### src/rtl/hex_operand_editor.sv
// Purpose : button-driven editor building two 32-bit operands (Ai/Bi) one nibble at a time,
//           with press edge detection, cursor movement and hold-to-repeat on U/D.
// Latency : a press sampled on a rising edge is reflected in the registered outputs after that edge;
//           no backpressure, one action per cycle (C > U > D > L > R).
// Ports   : clk, RSTN (sync active-low), btn_ok[4:0] = {L,U,R,D,C}, sel (0=Ai,1=Bi),
//           Ai/Bi operands, cursor (selected nibble), blink (one-hot of cursor).
// Option  : define HEX_OPERAND_EDITOR_BCD_EN to make U/D wrap within 0..9.
module hex_operand_editor #(
    parameter int HOLD_CYCLES   = 50_000_000,
    parameter int REPEAT_CYCLES = 10_000_000,
    parameter int CNT_W         = 27
) (
    input  logic        clk,
    input  logic        RSTN,
    input  logic [4:0]  btn_ok,
    input  logic        sel,
    output logic [31:0] Ai,
    output logic [31:0] Bi,
    output logic [2:0]  cursor,
    output logic [7:0]  blink
);

    typedef enum logic [1:0] {IDLE, HOLD, RPT} state_t;

    localparam logic [CNT_W-1:0] HOLD_LAST = CNT_W'(HOLD_CYCLES - 1);
    localparam logic [CNT_W-1:0] RPT_LAST  = CNT_W'(REPEAT_CYCLES - 1);

    logic [31:0]      ai_q, ai_d, bi_q, bi_d;
    logic [2:0]       cursor_q, cursor_d;
    logic [7:0]       blink_q;
    logic [4:0]       btn_prev_q;
    state_t           state_q, state_d;
    logic             rep_dn_q, rep_dn_d;   // 0 = repeat U, 1 = repeat D
    logic [CNT_W-1:0] cnt_q, cnt_d;

    logic [4:0]  press;
    logic        act_c, act_u, act_d, act_l, act_r;
    logic        rep_held, fire, step_dn;
    logic [31:0] op_cur, op_upd;
    logic [4:0]  nib_lsb;

    function automatic logic [3:0] nib_step(input logic [3:0] n, input logic dn);
`ifdef HEX_OPERAND_EDITOR_BCD_EN
        // Out-of-range digits (A..F) snap to the wrap target of the step direction.
        if (dn) nib_step = (n == 4'd0 || n > 4'd9) ? 4'd9 : n - 4'd1;
        else    nib_step = (n >= 4'd9) ? 4'd0 : n + 4'd1;
`else
        nib_step = dn ? n - 4'd1 : n + 4'd1;
`endif
    endfunction

    always_comb begin
        press = btn_ok & ~btn_prev_q;
        // Fixed priority: only the winning press acts, the rest are dropped.
        act_c = press[0];
        act_u = ~press[0] & press[3];
        act_d = ~press[0] & ~press[3] & press[1];
        act_l = ~press[0] & ~press[3] & ~press[1] & press[4];
        act_r = ~press[0] & ~press[3] & ~press[1] & ~press[4] & press[2];

        rep_held = rep_dn_q ? btn_ok[1] : btn_ok[3];
        fire     = ((state_q == HOLD) && (cnt_q == HOLD_LAST)) ||
                   ((state_q == RPT)  && (cnt_q == RPT_LAST));

        step_dn = (act_u | act_d) ? act_d : rep_dn_q;
        op_cur  = sel ? bi_q : ai_q;
        nib_lsb = {cursor_q, 2'b00};
        op_upd  = op_cur;
        op_upd[nib_lsb +: 4] = nib_step(op_cur[nib_lsb +: 4], step_dn);

        ai_d     = ai_q;
        bi_d     = bi_q;
        cursor_d = cursor_q;
        state_d  = state_q;
        rep_dn_d = rep_dn_q;
        cnt_d    = cnt_q;

        if (act_c) begin
            if (sel) bi_d = '0;
            else     ai_d = '0;
            cursor_d = '0;
            state_d  = IDLE;
            cnt_d    = '0;
        end else if (act_u | act_d) begin
            if (sel) bi_d = op_upd;
            else     ai_d = op_upd;
            rep_dn_d = act_d;
            cnt_d    = '0;
            state_d  = HOLD;
        end else if (act_l | act_r) begin
            cursor_d = act_l ? cursor_q + 3'd1 : cursor_q - 3'd1;
            state_d  = IDLE;
            cnt_d    = '0;
        end else if (state_q != IDLE) begin
            // Release beats a due repeat: nothing is applied on the release cycle.
            if (!rep_held) begin
                state_d = IDLE;
                cnt_d   = '0;
            end else if (fire) begin
                if (sel) bi_d = op_upd;
                else     ai_d = op_upd;
                cnt_d   = '0;
                state_d = RPT;
            end else begin
                cnt_d = cnt_q + 1'b1;
            end
        end
    end

    always_ff @(posedge clk) begin
        if (!RSTN) begin
            ai_q       <= '0;
            bi_q       <= '0;
            cursor_q   <= '0;
            blink_q    <= 8'h01;
            btn_prev_q <= 5'b11111;   // buttons held through reset never look like a press
            state_q    <= IDLE;
            rep_dn_q   <= 1'b0;
            cnt_q      <= '0;
        end else begin
            ai_q       <= ai_d;
            bi_q       <= bi_d;
            cursor_q   <= cursor_d;
            blink_q    <= 8'd1 << cursor_d;
            btn_prev_q <= btn_ok;
            state_q    <= state_d;
            rep_dn_q   <= rep_dn_d;
            cnt_q      <= cnt_d;
        end
    end

    assign Ai     = ai_q;
    assign Bi     = bi_q;
    assign cursor = cursor_q;
    assign blink  = blink_q;

endmodule

### config.mk
export PLATFORM = sky130hd
export DESIGN_NAME = hex_operand_editor
export DESIGN_NICKNAME = d
export VERILOG_FILES = /design/src/rtl/hex_operand_editor.sv
export SDC_FILE = /design/constraint.sdc
export NUM_CORES = 1
export LEC_CHECK = 0
export CAP_MARGIN = 5
export CORE_ASPECT_RATIO = 1.4
export CORE_MARGIN = 10
export CORE_UTILIZATION = 35
export DETAILED_ROUTE_END_ITERATION = 10
export GPL_TIMING_DRIVEN = 0
export PLACE_DENSITY = 0.65
export SLEW_MARGIN = 25
export SYNTH_ARGS = -nofsm -noshare
export SYNTH_HDL_FRONTEND = slang
export SYNTH_SLANG_ARGS = --single-unit
### constraint.sdc
create_clock -name clk -period 4.2 [get_ports clk]
set_clock_uncertainty 0.2 [all_clocks]
set_input_delay 0.84 -clock clk [delete_from_list [all_inputs] [get_ports clk]]
set_output_delay 0.84 -clock clk [all_outputs]
set_load 0.01 [all_outputs]
### After elaboration in Yosys (flattened, before gate mapping)

Cells that the tools add are included.

* word-level logic and storage cells: 90
* register bits: 110
* output and inout bits: 75
* input bits: 8

* bitwise operators: 16
* eq/ne operators: 9
* add/sub/neg operators: 6
* shift-type cells: 4
* muxes and demuxes: 32
* reduce and logical (&&, ||, !) cells: 14

Operators by type and width (count)
* $mux 32: 17
* $mux 27: 2
* $bwmux 32: 1
* $shift 4x7->32 const A: 1
* $shiftx 32x6->4: 1
* $shiftx 4x7->32: 1
* $add 27x1->27 const B: 1
* $eq 27x24->1 const B: 1
* $eq 27x26->1 const B: 1
* $mux 3: 4
* $reduce_bool 3->1: 4
* $reduce_and 5->1: 2
* $shl 1x3->8 const A: 1
* $and 1x1->1: 7
* $neg 5->7: 1
* $and 5x5->5: 1
* $mux 1: 5
* $not 1->1: 5
* $not 5->5: 1
* $add 4x1->4 const B: 1
* $mux 2: 2
* $mux 4: 1
* $ne 2x2->1 const B: 2
* $ne 4x1->1 const B: 1
* 14 further kinds: 17

### Logic depth before layout (Yosys ltp)

* word-level depth: 17
* mapped depth: 14
* gate-level depth less buffers: 11

### Worst setup path before layout

No wires, ideal clock.

* path kind: input port to flip-flop
* start point: input sel
* end point: register ai_q[22] (netlist: Ai[22])
* path slack: 0.374 ns
* required time: 3.930 ns
* arrival time: 3.555 ns
* cell stages on the path: 14
* path buffers: 3
* setup time: 0.070 ns
* path through: buf_4 buf_6 clkbuf_1 mux2_2 nor2_1 a211oi_1 a31oi_1 mux2i_1 fa_1 xor2_1 nor2_1 a211oi_1 nand3_1 a21oi_1

* cells in the longest elaborated chain, start to end: 13
* elaborated cells between the ends (all ways): 16
* classes of those cells: add/sub: 2; eq/ne: 1; shift: 2; mux: 10; reduce/logical: 1

Ends and longest elaborated chain
* from (decl): RTL line 16 `input logic sel,`
* $mux 32: RTL line 66 `op_cur = sel ? bi_q : ai_q;`
* $shiftx 32x6->4: RTL line 69 `op_upd[nib_lsb +: 4] = nib_step(op_cur[nib_lsb +: 4], step_dn);`
* $add 4x1->4 / $sub 4x1->4 (equally long branches): RTL line 48 `nib_step = dn ? n - 4'd1 : n + 4'd1;`
* $mux 4: RTL line 48
* $shiftx 4x7->32: RTL line 69
* $bwmux 32: RTL line 69
* $mux 32: RTL line 85, 100
* $mux 32: RTL line 99 `end else if (fire) begin`
* $mux 32: RTL line 96 `if (!rep_held) begin`
* $mux 32: RTL line 94 `end else if (state_q != IDLE) begin`
* $mux 32: RTL line 90 `end else if (act_l | act_r) begin`
* $mux 32: RTL line 84 `end else if (act_u | act_d) begin`
* $mux 32: RTL line 78 `if (act_c) begin`
* to (signal assigned): RTL line 121 `ai_q <= ai_d;`
* to (decl): RTL line 28 `logic [31:0] ai_q, ai_d, bi_q, bi_d;`

Parallel ways exist; a longest one is shown, timed or not. The select of a mux whose other input is x is not followed.
A chain may end at the register's enable or synchronous reset.

### Final worst setup path

* start point: input btn_ok[3]
* end point: register bi_q[14] (netlist: Bi[14])

* cells in the longest elaborated chain, start to end: 16
* elaborated cells between the ends (all ways): 28
* classes of those cells: eq/ne: 1; shift: 1; mux: 11; bitwise: 11; reduce/logical: 4

Ends and longest elaborated chain
* from (decl): RTL line 15 `input logic [4:0] btn_ok,`
* $and 5x5->5 (*): RTL line 53 `press = btn_ok & ~btn_prev_q;`
* $not 1->1: RTL line 57 `act_d = ~press[0] & ~press[3] & press[1];`
* $and 1x1->1 (2 in a row): RTL line 57
* $or 1x1->1: RTL line 65 `step_dn = (act_u | act_d) ? act_d : rep_dn_q;`
* $mux 1 (*)
* net step_dn: RTL line 38 `logic rep_held, fire, step_dn;`
* $mux 4 (*): RTL line 48
* $shiftx 4x7->32 (*): RTL line 69
* $bwmux 32 (*): RTL line 69
* $mux 32 (*): RTL line 85, 100
* $mux 32: RTL line 99
* $mux 32: RTL line 96
* $mux 32: RTL line 94
* $mux 32: RTL line 90
* $mux 32 (*): RTL line 84
* $mux 32 (*): RTL line 78
* to (signal assigned): RTL line 122 `bi_q <= bi_d;`
* to (decl): RTL line 28

Mark *: on every way through the listed nets, which the timed path passes. The rest lies on a longest branch. The select of a mux whose other input is x is not followed.

==> results by group <==
Outcome
  • Status: finished, final reports clean

Clock tree
  • Post-cts gate resize count: 1
  • Clock root cell: clkbuf_16
  • Clock transition at the registers of the reported paths: ~80 ps
  • Skew-Pair Late Insertion Delay: 370 ps
  • Maximum level of the CTS H-tree: 3
  • Sink Count: 110
  • Postcts setup bufs: 0
  • Post-CTS Hold Buffers: 0
  • CTS buffer count: 9
  • Clock tree buffer depth: 2
  • CTS tree: yes

Yosys
  • Top FF cell, synth: dfxtp_1
  • Top-area cell type share of the netlist area: 0.371
  • Synth Instances: 713
  • Yosys top cell by area: dfxtp_1
  • Post-synthesis sequential area ratio: 0.371
  • Synth top area cells: dfxtp_1 (37%), nand3_1 (7.3%), mux2i_1 (6.6%)
  • Syn_nets: 728
  • Synth Cell Area: 0.00594 mm2
  • FFs w/ async S/R, synth: 0
  • EDFF count, synth: 0
  • Synthesis Warnings: 0
  • Syn Area/Cell: ~8.3 um2
  • Synth cell types: 56
  • Synth Register Bits: between 100 and 150

Place
  • Placement Cell Area: 0.00700 mm2
  • RD Place Congestion: 0.919
  • Post-DP HPWL: ~15 mm
  • Post-Place Cells: 996
  • Place WS: -504 ps
  • # port buffers: 80

Worst setup path
  • Crit path DAT: 4060 ps
  • Most Frequent Cell on Critical Path: nor2_1
  • Req. time, crit path: 4290 ps
  • Reg-to-Reg End: Bi[14]
  • Reg-to-reg setup timing slack: 620 ps
  • Critical Path Start Type: input pin
  • Critical path, cell by cell: clkdlybuf4s50_1, nor2b_1, nor3_1, nor2_1, fa_1, xor2_2, nor2_1, a211oi_1, nand3_1, a21oi_1
  • Reg-to-reg startpoint: cursor[0]
  • Crit path capture type: register
  • Reg2Reg Depth: 10
  • Worst Path Max Fanout: 8
  • Critical path class: input pin to register
  • CP max stage cell: nor3_1
  • Max incr delay on CP: 630 ps

Run
  • Max cap viols: 0

Final layout
  • Finished Layout Cells: 1012
  • Diode count: 0
  • Finished Cell Area: around 0.0073 mm2
  • Final core occ: 0.436
  • Fillcell total: 1666
  • Nets: ~820
  • Syn-to-layout area delta: 22.9%
  • Share of cells above drive strength 1: 0.0680

Routing
  • ANT nets after route: 0
  • 1st-iter DRT viols: roughly 430
  • DRC Markers: 0
  • First-pass detailed-route iteration total: 5
  • Routed length per instance: 19.4 um
  • Drt via density: between 5 and 6
  • Vias: between 5000 and 6000
  • Final WL: 19.6 mm

Floorplan
  • I/O pin count: 83
  • Die Y: ~170 um
  • Cell Rows: 56
  • Die Wd: 130 um
  • Core ar.: 0.0167 mm2
  • Starting Density: 0.355
  • Full die area: ~0.023 mm2

STA
  • Max Slew Vio Count: 0
  • Final Hold Violating Endpoints: 0
  • Final worst path period share: 0.944
  • Unrepaired setup endpoints after global routing: false
  • Worst-Margin Slew: 818 ps
  • Rel. slew slack: 0.449
  • Worst setup margin: 236 ps
  • Setup-failing EPs final: 0
  • Post-layout min period: 3960 ps
  • Achievable frequency: 0.252 GHz

Global route
  • Vias in the first global route: 5507
  • Antenna violations before repair: 0
  • GRT Residual Overflow: 0
  • Largest net degree at the start of global routing: 20
  • GRT Total Usage: 0.171
  • First-pass GRT wire length: a little over 30 mm

Power
  • Lkg Pwr: 0.00246 uW
  • Maximum VDD drop: approximately 0.00017 V
  • Cell Pwr Density: about 310 mW/mm2

Worst hold path
  • Hold path cells: 2
  • HP Class: register to register
  • Worst hold endpoint: cnt_q[1]
  • Hold path startpoint: cnt_q[1]
[cell usage after synthesis (2+ instances only)]
cell / number
mux2_2: 4
a31oi_1: 2
buf_2: 9
buf_6: 3
nand2b_1: 11
dfxtp_1: 110
o22ai_1: 16
nor4_1: 2
xnor2_1: 12
mux4_1: 2
nand2_1: 37
or2_2: 2
nor2_1: 67
nand4_1: 5
and3_1: 8
a211oi_1: 31
clkbuf_1: 36
buf_1: 2
clkinv_1: 2
a21oi_1: 62
nor3_1: 20
or3_1: 3
o211ai_1: 2
nor2b_1: 12
mux4_2: 8
o21ai_0: 58
inv_1: 7
o21bai_1: 2
fa_1: 2
xor2_1: 15
and2_1: 2
or4_1: 2
nor4b_1: 4
a21o_1: 2
ha_1: 5
mux2i_1: 39
nand3_1: 87
o21a_1: 2
[layer usage]
layer / track usage / part of all wire / wire length (um)
met2: 0.292 / 0.49 / 9700
met4: 0.0977 / 0.044 / 871
met5: 0 / 0 / 0
met1: 0.189 / 0.39 / 7730
met3: 0.0365 / 0.067 / 1320
[report_power, final]
group	switching, uW	leakage, uW	internal, uW	total [uW]
registers	11.5	0.000889	1060	1070
clock network	428	0.000146	430	858
logic	249	0.00143	122	371
total	689	0.00246	1610	2300
[critical path: cells and delay by family]
kind / cells / cell delay (ps)
xor gates and xnor gates: 1 / 490
AOI/OAI and AO/OA: 2 / 480
adders and majority gates: 1 / 510
buffers and inverters: 1 / 430
and+or+nand+nor: 5 / 1300
[metrics by stage]
stage                     hold slack, ps  power [uW]  setup TNS (ps)
after floorplan                      262        1330               0
after global placement               283        1450          -12270
after detailed placement             283        1460          -12850
after CTS                            295        2310               0
after global routing                 322        2380               0
final                                295        2300               0
[kinds of logic after synthesis]
family,Yosys count,share of synthesized area
flip-flops,110,0.371
adder cells (fa/ha/maj),7,0.0173
multiplexers,54,0.116
AND/OR/NAND/NOR,270,0.224
AO/OA/AOI/OAI,185,0.188
buffers and inverters,60,0.0442
XOR/XNOR,27,0.0398
[final cells by class]
| type | instances | area (um2) | share of cell area |
|---|---|---|---|
| Multi-Input combinational cell | 543 | 3480 | 0.477 |
| Sequential cell | 110 | 2200 | 0.302 |
| Timing Repair Buffer | 80 | 801 | 0.110 |
| Tap cell | 203 | 254 | 0.0348 |
| Clock buffer | 10 | 239 | 0.0327 |
| Buffer | 51 | 231 | 0.0317 |
| Clock inverter | 6 | 56.3 | 0.00771 |
| Inverter | 9 | 33.8 | 0.00463 |
[cells in the final DEF, fill, tap and decap left out, drive strengths merged, types with 12 or more instances in the layout]
cell type	n
clkbuf	46
xnor2	12
nor2b	12
nand3	88
clkdlybuf4s50	80
o21ai	59
mux2i	40
xor2	15
nor2	67
nand2	37
dfxtp	110
buf	15
a211oi	31
nor3	21
a21oi	62
o22ai	16
[state kept, by name, summed over array words and instances (netlist names)]
signal	count
Bi	32
blink	8
state_q	2
cursor	3
Ai	32
rep_dn_q	1
cnt_q	27
btn_prev_q	5
[worst max-delay path by stage]
stage,startpoint,slack [ps],end
2_1_floorplan,sel,370,Ai[22]
4_1_cts,sel,60,Ai[14]
6_report,btn_ok[3],240,Bi[14]
3_5_place_dp,sel,-500,Ai[14]
5_1_grt,btn_ok[3],70,Bi[14]
3_3_place_gp,sel,-480,Bi[14]
Note: power is estimated with default switching activity, not from simulation.
